**src/rtl/vector_mask_encoder.sv**
```systemverilog
// Vector mask encoder: packs per-byte-lane compare flags into a VLEN-bit
// mask (one bit per element) and streams it out as 32-bit mask words.
//
// Ports:
//   i_clk, i_rst          clock, asynchronous active-high reset
//   i_start               one-cycle pulse; latches i_vl / i_element_width
//   i_vl                  element count (0..VLEN)
//   i_element_width       SEW code: 000 = 8b, 101 = 16b, 110 = 32b, other = 8b
//   i_cmp_valid/o_cmp_ready, i_cmp_bits   compare-flag input stream
//   o_mask_valid/i_mask_ready, o_mask_word, o_mask_idx, o_mask_last
//                         mask-word output stream
//   o_busy                build in progress
//   o_done                one-cycle pulse when a build completes
module vector_mask_encoder #(
    parameter int unsigned VLEN = 256
) (
    input  logic                          i_clk,
    input  logic                          i_rst,
    input  logic                          i_start,
    input  logic [$clog2(VLEN):0]         i_vl,
    input  logic [2:0]                    i_element_width,
    input  logic                          i_cmp_valid,
    output logic                          o_cmp_ready,
    input  logic [3:0]                    i_cmp_bits,
    output logic                          o_mask_valid,
    input  logic                          i_mask_ready,
    output logic [31:0]                   o_mask_word,
    output logic [$clog2(VLEN/32)-1:0]    o_mask_idx,
    output logic                          o_mask_last,
    output logic                          o_busy,
    output logic                          o_done
);

    localparam int unsigned VL_W  = $clog2(VLEN) + 1;
    localparam int unsigned IDX_W = $clog2(VLEN / 32);
    // Element counter may overshoot vl by up to 3 in the last 8b transfer.
    localparam int unsigned CNT_W = VL_W + 1;
    localparam int unsigned PTR_W = 5;

    localparam logic [1:0] SEW_8  = 2'd0;
    localparam logic [1:0] SEW_16 = 2'd1;
    localparam logic [1:0] SEW_32 = 2'd2;

    typedef enum logic [1:0] {
        S_IDLE    = 2'd0,
        S_COLLECT = 2'd1,
        S_EMIT    = 2'd2,
        S_DONE    = 2'd3
    } state_t;

    state_t             state_q, state_d;
    logic [VL_W-1:0]    vl_q, vl_d;
    logic [1:0]         sew_q, sew_d;
    logic [31:0]        acc_q, acc_d;
    logic [PTR_W-1:0]   ptr_q, ptr_d;
    logic [CNT_W-1:0]   cnt_q, cnt_d;
    logic [IDX_W-1:0]   idx_q, idx_d;
    logic               last_q, last_d;

    logic               cmp_ready_d;
    logic               mask_valid_d;
    logic               busy_d;
    logic               done_d;

    logic [2:0]         n_elem;
    logic [2:0]         stride;
    logic [1:0]         lane;

    // Elements per compare word and byte-lane stride for the latched SEW.
    always_comb begin
        n_elem = 3'd4;
        stride = 3'd1;
        case (sew_q)
            SEW_16: begin
                n_elem = 3'd2;
                stride = 3'd2;
            end
            SEW_32: begin
                n_elem = 3'd1;
                stride = 3'd4;
            end
            default: begin
                n_elem = 3'd4;
                stride = 3'd1;
            end
        endcase
    end

    // Next-state, datapath and registered-output next values.
    always_comb begin
        state_d      = state_q;
        vl_d         = vl_q;
        sew_d        = sew_q;
        acc_d        = acc_q;
        ptr_d        = ptr_q;
        cnt_d        = cnt_q;
        idx_d        = idx_q;
        last_d       = last_q;
        lane         = 2'd0;
        cmp_ready_d  = 1'b0;
        mask_valid_d = 1'b0;
        busy_d       = 1'b0;
        done_d       = 1'b0;

        case (state_q)
            S_IDLE: begin
                if (i_start) begin
                    vl_d   = i_vl;
                    acc_d  = '0;
                    ptr_d  = '0;
                    cnt_d  = '0;
                    idx_d  = '0;
                    last_d = 1'b0;
                    case (i_element_width)
                        3'b101:  sew_d = SEW_16;
                        3'b110:  sew_d = SEW_32;
                        default: sew_d = SEW_8;
                    endcase
                    state_d = (i_vl == '0) ? S_DONE : S_COLLECT;
                end
            end

            S_COLLECT: begin
                // o_cmp_ready is high for the whole of COLLECT.
                if (i_cmp_valid) begin
                    for (int unsigned n = 0; n < 4; n++) begin
                        if (3'(n) < n_elem) begin
                            lane = 2'(3'(n) * stride);
                            // Elements at or beyond vl are forced to zero.
                            if (CNT_W'(cnt_q + CNT_W'(n)) < CNT_W'(vl_q)) begin
                                acc_d[PTR_W'(ptr_q + PTR_W'(n))] = i_cmp_bits[lane];
                            end else begin
                                acc_d[PTR_W'(ptr_q + PTR_W'(n))] = 1'b0;
                            end
                        end
                    end
                    ptr_d = PTR_W'(ptr_q + PTR_W'(n_elem));
                    cnt_d = CNT_W'(cnt_q + CNT_W'(n_elem));
                    if ((ptr_d == '0) || (cnt_d >= CNT_W'(vl_q))) begin
                        last_d  = (cnt_d >= CNT_W'(vl_q));
                        state_d = S_EMIT;
                    end
                end
            end

            S_EMIT: begin
                if (i_mask_ready) begin
                    acc_d   = '0;
                    ptr_d   = '0;
                    idx_d   = IDX_W'(idx_q + 1'b1);
                    last_d  = 1'b0;
                    state_d = last_q ? S_DONE : S_COLLECT;
                end
            end

            S_DONE: begin
                state_d = S_IDLE;
            end

            default: begin
                state_d = S_IDLE;
            end
        endcase

        // Moore outputs follow the state being entered so they register cleanly.
        cmp_ready_d  = (state_d == S_COLLECT);
        mask_valid_d = (state_d == S_EMIT);
        busy_d       = (state_d == S_COLLECT) || (state_d == S_EMIT);
        done_d       = (state_d == S_DONE);
    end

    // State, datapath and output registers.
    always_ff @(posedge i_clk or posedge i_rst) begin
        if (i_rst) begin
            state_q      <= S_IDLE;
            vl_q         <= '0;
            sew_q        <= SEW_8;
            acc_q        <= '0;
            ptr_q        <= '0;
            cnt_q        <= '0;
            idx_q        <= '0;
            last_q       <= 1'b0;
            o_cmp_ready  <= 1'b0;
            o_mask_valid <= 1'b0;
            o_busy       <= 1'b0;
            o_done       <= 1'b0;
        end else begin
            state_q      <= state_d;
            vl_q         <= vl_d;
            sew_q        <= sew_d;
            acc_q        <= acc_d;
            ptr_q        <= ptr_d;
            cnt_q        <= cnt_d;
            idx_q        <= idx_d;
            last_q       <= last_d;
            o_cmp_ready  <= cmp_ready_d;
            o_mask_valid <= mask_valid_d;
            o_busy       <= busy_d;
            o_done       <= done_d;
        end
    end

    // Accumulator and index are registers that hold steady throughout EMIT.
    assign o_mask_word = acc_q;
    assign o_mask_idx  = idx_q;
    assign o_mask_last = last_q;

endmodule

```
**config.mk**
```make
export PLATFORM = sky130hd
export DESIGN_NAME = vector_mask_encoder
export DESIGN_NICKNAME = d
export VERILOG_FILES = /design/src/rtl/vector_mask_encoder.sv
export SDC_FILE = /design/constraint.sdc
export NUM_CORES = 1
export LEC_CHECK = 0
export CAP_MARGIN = 40
export CORE_UTILIZATION = 45
export DETAILED_ROUTE_END_ITERATION = 6
export PLACE_DENSITY_LB_ADDON = 0.12
export SYNTH_ARGS = -nofsm -noshare
export SYNTH_HDL_FRONTEND = slang
export SYNTH_SLANG_ARGS = --single-unit
```
**constraint.sdc**
```tcl
create_clock -name i_clk -period 8.58 [get_ports i_clk]
set_input_delay 2.145 -clock i_clk [delete_from_list [all_inputs] [get_ports i_clk]]
set_output_delay 2.145 -clock i_clk [all_outputs]
set_load 0.02 [all_outputs]
```
==> metrics.txt, run 1 <==
status=complete, but fails checks; failing checks=design-rule violations; top-area cell type share of the netlist area=0.232; Compound-Gate Fraction of Synth Area=0.259; DRT iter0 DRCs=913; fin. max-slew vios=0; Tot GR Track Use=0.320; die span in y=130 um; # clock sinks=between 60 and 70; worst-margin pin slew=roughly 980 ps; worst slack at placement=4050 ps; clock skew=11.0 ps; layout cells sized above 1=0.0868; shortest period the worst path allows=4240 ps; Cell Area, Placed=between 8000 and 9000 um2; peak supply drop=between 0.2 and 0.3 mV; CTS Buf Count=9; crit end category=flip-flop; total negative setup slack=0 ps; Ports=61; most frequent cell after synthesis=nand2_1; Synth Area in Adders=0.101; Hold Vio Cnt, Final=0; Final Wtd Congestion=0.956; largest area contributor in the netlist=dfrtp_1; final instance area=around 8300 um2; Post-synth ARST share=1.00; largest net degree at the start of global routing=41; later-pin clock latency in the skew report=350 ps; Worst slew margin=0.343; hold_buf cts=0; CP arrival=4530 ps; # Max-Cap Violations=0; CTS clk-pin slew, worst paths=60 ps; First-pass DRT Iterations=7; CTS H-tree depth=3; first-pass GRT wire length=40600 um; post-CTS setup buffers=0; CTS tree=done; post-DP HPWL=between 15000 and 20000 um; Starting Density=0.461; mux share of post-synthesis cell area=0.0715; Slowest-stage cell, CP=a2111oi_4; ys flop type=dfrtp_1; clock buffer depth=2; Synth Area in Simple Gates=0.223; die area=~17000 um2; post-synthesis cell type count=97; WL per Instance=22.6 um; flops & latches, synth=68; post-route insts no fill=1138; CP peak stage delay=about 420 ps; period utilisation layout=0.494; synthesized area per cell=8.22 um2; most common library cells after synthesis=nand2_1 (106), nor2_1 (83), dfrtp_1 (68); Post-Syn Instances=891; vias in the first global route=slightly above 7k; Synth area leaders=dfrtp_1 (23%), ha_1 (10%), mux2i_1 (5.5%); IO Port Bufs=60; Ant. Diodes=0; post-synthesis sequential area ratio=0.232; Hold Path Class=flip-flop to flip-flop; post-synthesis xor/xnor area fraction=0.0522; initial antenna violation count=1; Top cell by count, worst path=ha_1; CP max FO=4; Antenna Nets Post-Route=0; area of the core=15900 um2; Layout area overhead=13.7%; critical path class=flip-flop to flip-flop; Via Count=7426; Pleak=3.42 nW; NumNets Final=between 900 and 1k; PD cells=394 nW/um2; Syn. warnings=0; DRT Wirelength=25700 um; Inst Count DP=1122; main combinational cell family by area after synthesis=compound AO/OA/AOI/OAI gates; Synth Cell Area=7330 um2; DRC viols=3; die width=roughly 130 um; Post-synth EDFFs=0; vias per cell=6.53; Setup WS post-layout=roughly 4300 ps; synthesized net count=971; GRT overflow=0; critical-path cell list=inv_1, ha_1, ha_1, ha_1, a21oi_1, o21ai_0, and2_1, xor2_1, ha_1, a21oi_1, nor2b_1, a2111oi_0, o21ai_1, a2111oi_4, nor2_1, a211oi_1, ha_1, inv_1; Critical Path Source Type=flip-flop; CP required=8870 ps; unrepaired setup endpoints after global routing=no; root buffer cell=clkbuf_16; Core Util, Final=0.524; final setup vio count=0; # resized after CTS=0; num rows=46; FMAX=about 240 MHz
==> area by class of cell <==
| cell class | instances | area, um2 |
|---|---|---|
| clock inverter | 6 | 88.8 |
| tap | 216 | 270 |
| timing repair buffer | 75 | 736 |
| clock buffer | 10 | 229 |
| sequential | 68 | 1700 |
| inverter | 29 | 109 |
| fill | 1532 | 7550 |
| multi-input combinational | 734 | 5200 |
==> metrics by stage <==
step	hold WS (ps)	power (W)
6_report	528	0.00328
5_1_grt	560	0.00349
4_1_cts	531	0.00323
3_5_place_dp	513	0.00281
3_3_place_gp	504	0.00274
2_1_floorplan	534	0.00213
==> worst paths after layout <==
check                                start              end  slack, ps  cells after the start
hold reg to reg            o_mask_word[19]  o_mask_word[19]        530                      1
hold / removal             o_mask_word[19]  o_mask_word[19]        530                      1
setup / recovery                  sew_q[0]           o_busy       4340                     18
min in group asynchronous            i_rst    o_mask_idx[0]       2240                      3
setup reg to reg                  sew_q[0]           o_busy       4340                     18
max in group asynchronous            i_rst  o_mask_word[31]       5770                      4
==> kinds of logic after synthesis <==
family / Yosys count
and+or+nand+nor: 332
adders and majority gates: 59
AOI/OAI and AO/OA: 252
muxes: 49
xor gates and xnor gates: 42
buffers and inverters: 89
DFF: 68
==> per-layer routing <==
metal | vias to the layer above | track usage | routed length, um
met5 | - | 0 | 11
met4 | 2 | 0.101 | 469
met3 | 45 | 0.0607 | 2650
met2 | 439 | 0.477 | 11100
met1 | 3597 | 0.465 | 11500
li1 | 3343 | - | -
==> worst max-delay path, delay by kind of cell (launching register included) <==
family	cells	cell delay, ps
buffers and inverters	2	140
adders and majority gates	5	1270
DFF	1	380
and+or+nand+nor	3	410
xor gates and xnor gates	1	150
AOI/OAI and AO/OA	7	1840
==> cells in the final DEF (no fill, tap or decap), types with 7 or more instances in the layout <==
| master | synthesis | final |
|---|---|---|
| clkbuf_16 | 0 | 9 |
| a22o_1 | 12 | 12 |
| mux2i_1 | 40 | 40 |
| nor2_1 | 83 | 82 |
| o21ai_1 | 11 | 11 |
| xor2_1 | 16 | 16 |
| nand2b_1 | 17 | 17 |
| clkdlybuf4s50_1 | 0 | 60 |
| nor3_1 | 10 | 10 |
| and2_1 | 8 | 8 |
| a21o_1 | 7 | 7 |
| inv_1 | 28 | 27 |
| o211ai_1 | 23 | 23 |
| xnor2_1 | 24 | 24 |
| o21ai_0 | 47 | 47 |
| mux2_2 | 7 | 7 |
| buf_4 | 12 | 12 |
| nor2b_1 | 13 | 13 |
| dfrtp_1 | 68 | 68 |
| a22oi_1 | 8 | 8 |
| nand2_1 | 106 | 106 |
| and3_1 | 8 | 8 |
| ha_1 | 59 | 59 |
| nand3_1 | 34 | 34 |
| nand4_1 | 7 | 7 |
| a21oi_1 | 34 | 34 |
| a32oi_1 | 20 | 20 |
==> state kept, by name, indices dropped and copies added, names as in the netlist <==
register      flops
cnt_q            10
o_busy            1
o_cmp_ready       1
o_done            1
o_mask_idx        3
o_mask_last       1
o_mask_valid      1
o_mask_word      32
ptr_q             5
sew_q             2
state_q           2
vl_q              9
==> power breakdown <==
part | leakage, nW | switching [W] | internal (W)
logic | 2.37 | 0.00147 | 0.000819
registers | 0.900 | 0.000155 | 0.000427
clock network | 0.149 | 0.000154 | 0.000255
Power figures use the tool's default switching activity.
==> run 2, diff against run 1 <==
- clock period: 8.58 -> 4 ns (I/O delays scaled with it)
==> metrics.txt, run 2 (synthesized netlist as in run 1, its figures left out) <==
Antenna Nets Post-Route=0; Largest register FFs=32; flop2flop setup slack=roughly 150 ps; FILL cells=1518; area of the core=15900 um2; crit end category=flip-flop; Tot GR Track Use=0.323; shortest period the worst path allows=3850 ps; status=complete, but fails checks; CP required=4290 ps; Cell Area, Placed=8170 um2; CTS clk-pin slew, worst paths=60 ps; critical path depth=18; CTS tree=done; Pleak=3.55 nW; CP max FO=4; DRT Wirelength=roughly 26000 um; critical-path cell list=inv_1, ha_2, xor2_2, ha_1, a21oi_2, o21ai_0, and2_4, xor2_1, ha_1, a21oi_1, nor2b_1, a2111oi_2, o21ai_1, a2111oi_4, nor2_2, a211oi_2, ha_1, inv_1; Starting Density=0.461; CP arrival=around 4100 ps; clock buffer depth=2; commonest non-fill, non-tap cell in the layout=nand2_1; # clock sinks=68; worst-margin pin slew=846 ps; die area=16800 um2; layout cells sized above 1=0.118; most frequent cells in the layout=nand2_1 (106), nor2_1 (81), dfrtp_1 (68), clkdlybuf4s50_1 (60), ha_1 (58); die width=130 um; Final Wtd Congestion=0.957; Critical Path Source Type=flip-flop; largest net degree at the start of global routing=39; CTS Buf Count=9; Setup WS post-layout=150 ps; Hold Path Class=flip-flop to flip-flop; clock skew=9.48 ps; num rows=46; min-delay src=o_mask_word[28]; critical path class=flip-flop to flip-flop; Via Count=7480; CP bufs+invs=2; reg2reg path depth=18; reg2reg start=sew_q[1]; hold-critical path depth=2; IO Port Bufs=60; hold_buf cts=0; PD cells=~850 nW/um2; Ports=between 60 and 70; Hold Crit Endpoint=o_mask_word[28]; NumNets Final=1021; final instance area=8530 um2; final setup vio count=0; failing checks=design-rule violations; Top cell by count, worst path=ha_1; # Max-Cap Violations=0; total negative setup slack=0 ps; first-pass GRT wire length=41100 um; Slowest-stage cell, CP=a2111oi_4; DRT iter0 DRCs=around 1.0k; CTS H-tree depth=3; post-DP HPWL=between 15000 and 20000 um; period utilisation layout=0.962; FMAX=between 200 and 300 MHz; Top delay family on crit path=compound AO/OA/AOI/OAI gates; peak supply drop=0.391 mV; vias per cell=between 6 and 7; root buffer cell=clkbuf_16; Hold Vio Cnt, Final=0; r2r endpoint=o_busy; WL per Instance=22.4 um; Worst slew margin=0.433; fin. max-slew vios=0; GRT overflow=0; later-pin clock latency in the skew report=350 ps; Layout area overhead=16.4%; die span in y=roughly 130 um; First-pass DRT Iterations=7; initial antenna violation count=1; DRC viols=2; worst slack at placement=-35.3 ps; CP peak stage delay=450 ps; vias in the first global route=~7.2k
run 2: cell count changes in the layout (fill, tap and decap cells not counted), sizes merged:
| cell | previous run | this run |
|---|---|---|
| buf | 15 | 39 |
| diode | 0 | 1 |
| clkinvlp | 2 | 1 |
| clkbuf | 10 | 9 |
| inv | 29 | 31 |
run 2: how the worst max path moves through the flow:
stage	from	endpoint	slack, ps
after CTS	sew_q[1]	o_busy	40
after global placement	sew_q[1]	o_busy	110
after floorplan	sew_q[0]	o_busy	350
after global routing	sew_q[1]	o_busy	-90
after detailed placement	sew_q[1]	o_busy	-40
final	sew_q[1]	o_busy	150
run 2: cell type report:
class / instances / area [um2] / share of cell area
Timing Repair Buffer: 99 / 903 / 0.106
Clock inverter: 7 / 98.8 / 0.0116
Tap cell: 216 / 270 / 0.0317
Multi-Input combinational cell: 734 / 5220 / 0.612
Antenna cell: 1 / 2.50 / 0.000293
Inverter: 29 / 109 / 0.0128
Sequential cell: 68 / 1700 / 0.200
Clock buffer: 9 / 225 / 0.0264
run 2: through the flow:
| step | hold slack, ps | util | total power [W] | cells |
|---|---|---|---|---|
| floorplan | 534 | - | 0.00457 | 891 |
| global placement | 503 | 0.514 | 0.00607 | 1143 |
| detailed placement | 507 | 0.514 | 0.00617 | 1144 |
| CTS | 522 | 0.535 | 0.00712 | 1160 |
| global route | 550 | 0.537 | 0.00777 | 1162 |
| finish | 527 | 0.537 | 0.00729 | 1163 |
run 2: what timing repair did:
item / in CTS / in global routing
pin swaps: 0 / 5
endpoints found under the hold margin: 0 / 0
buffers inserted: 0 / 2
setup endpoints to repair: 1 / 6
resized for setup: 1 / 7
run 2: per-layer routing:
metal / track usage / vias up / routed length [um]
met5: 0 / - / 0
met4: 0.0807 / 0 / 305
met3: 0.0838 / 32 / 2540
met2: 0.462 / 412 / 11100
met1: 0.479 / 3641 / 12100
li1: - / 3395 / -
run 2: tightest hold or removal path, cell delays in order, from the launching register on:
cell	delay [ps]
dfrtp_1	370
nand2_1	50
o21ai_1	70
run 2: where the power goes:
part / switching [W] / total [W] / internal (W)
combinational: 0.00328 / 0.00517 / 0.00189
sequential: 0.000293 / 0.00121 / 0.000920
clock: 0.000355 / 0.000906 / 0.000551
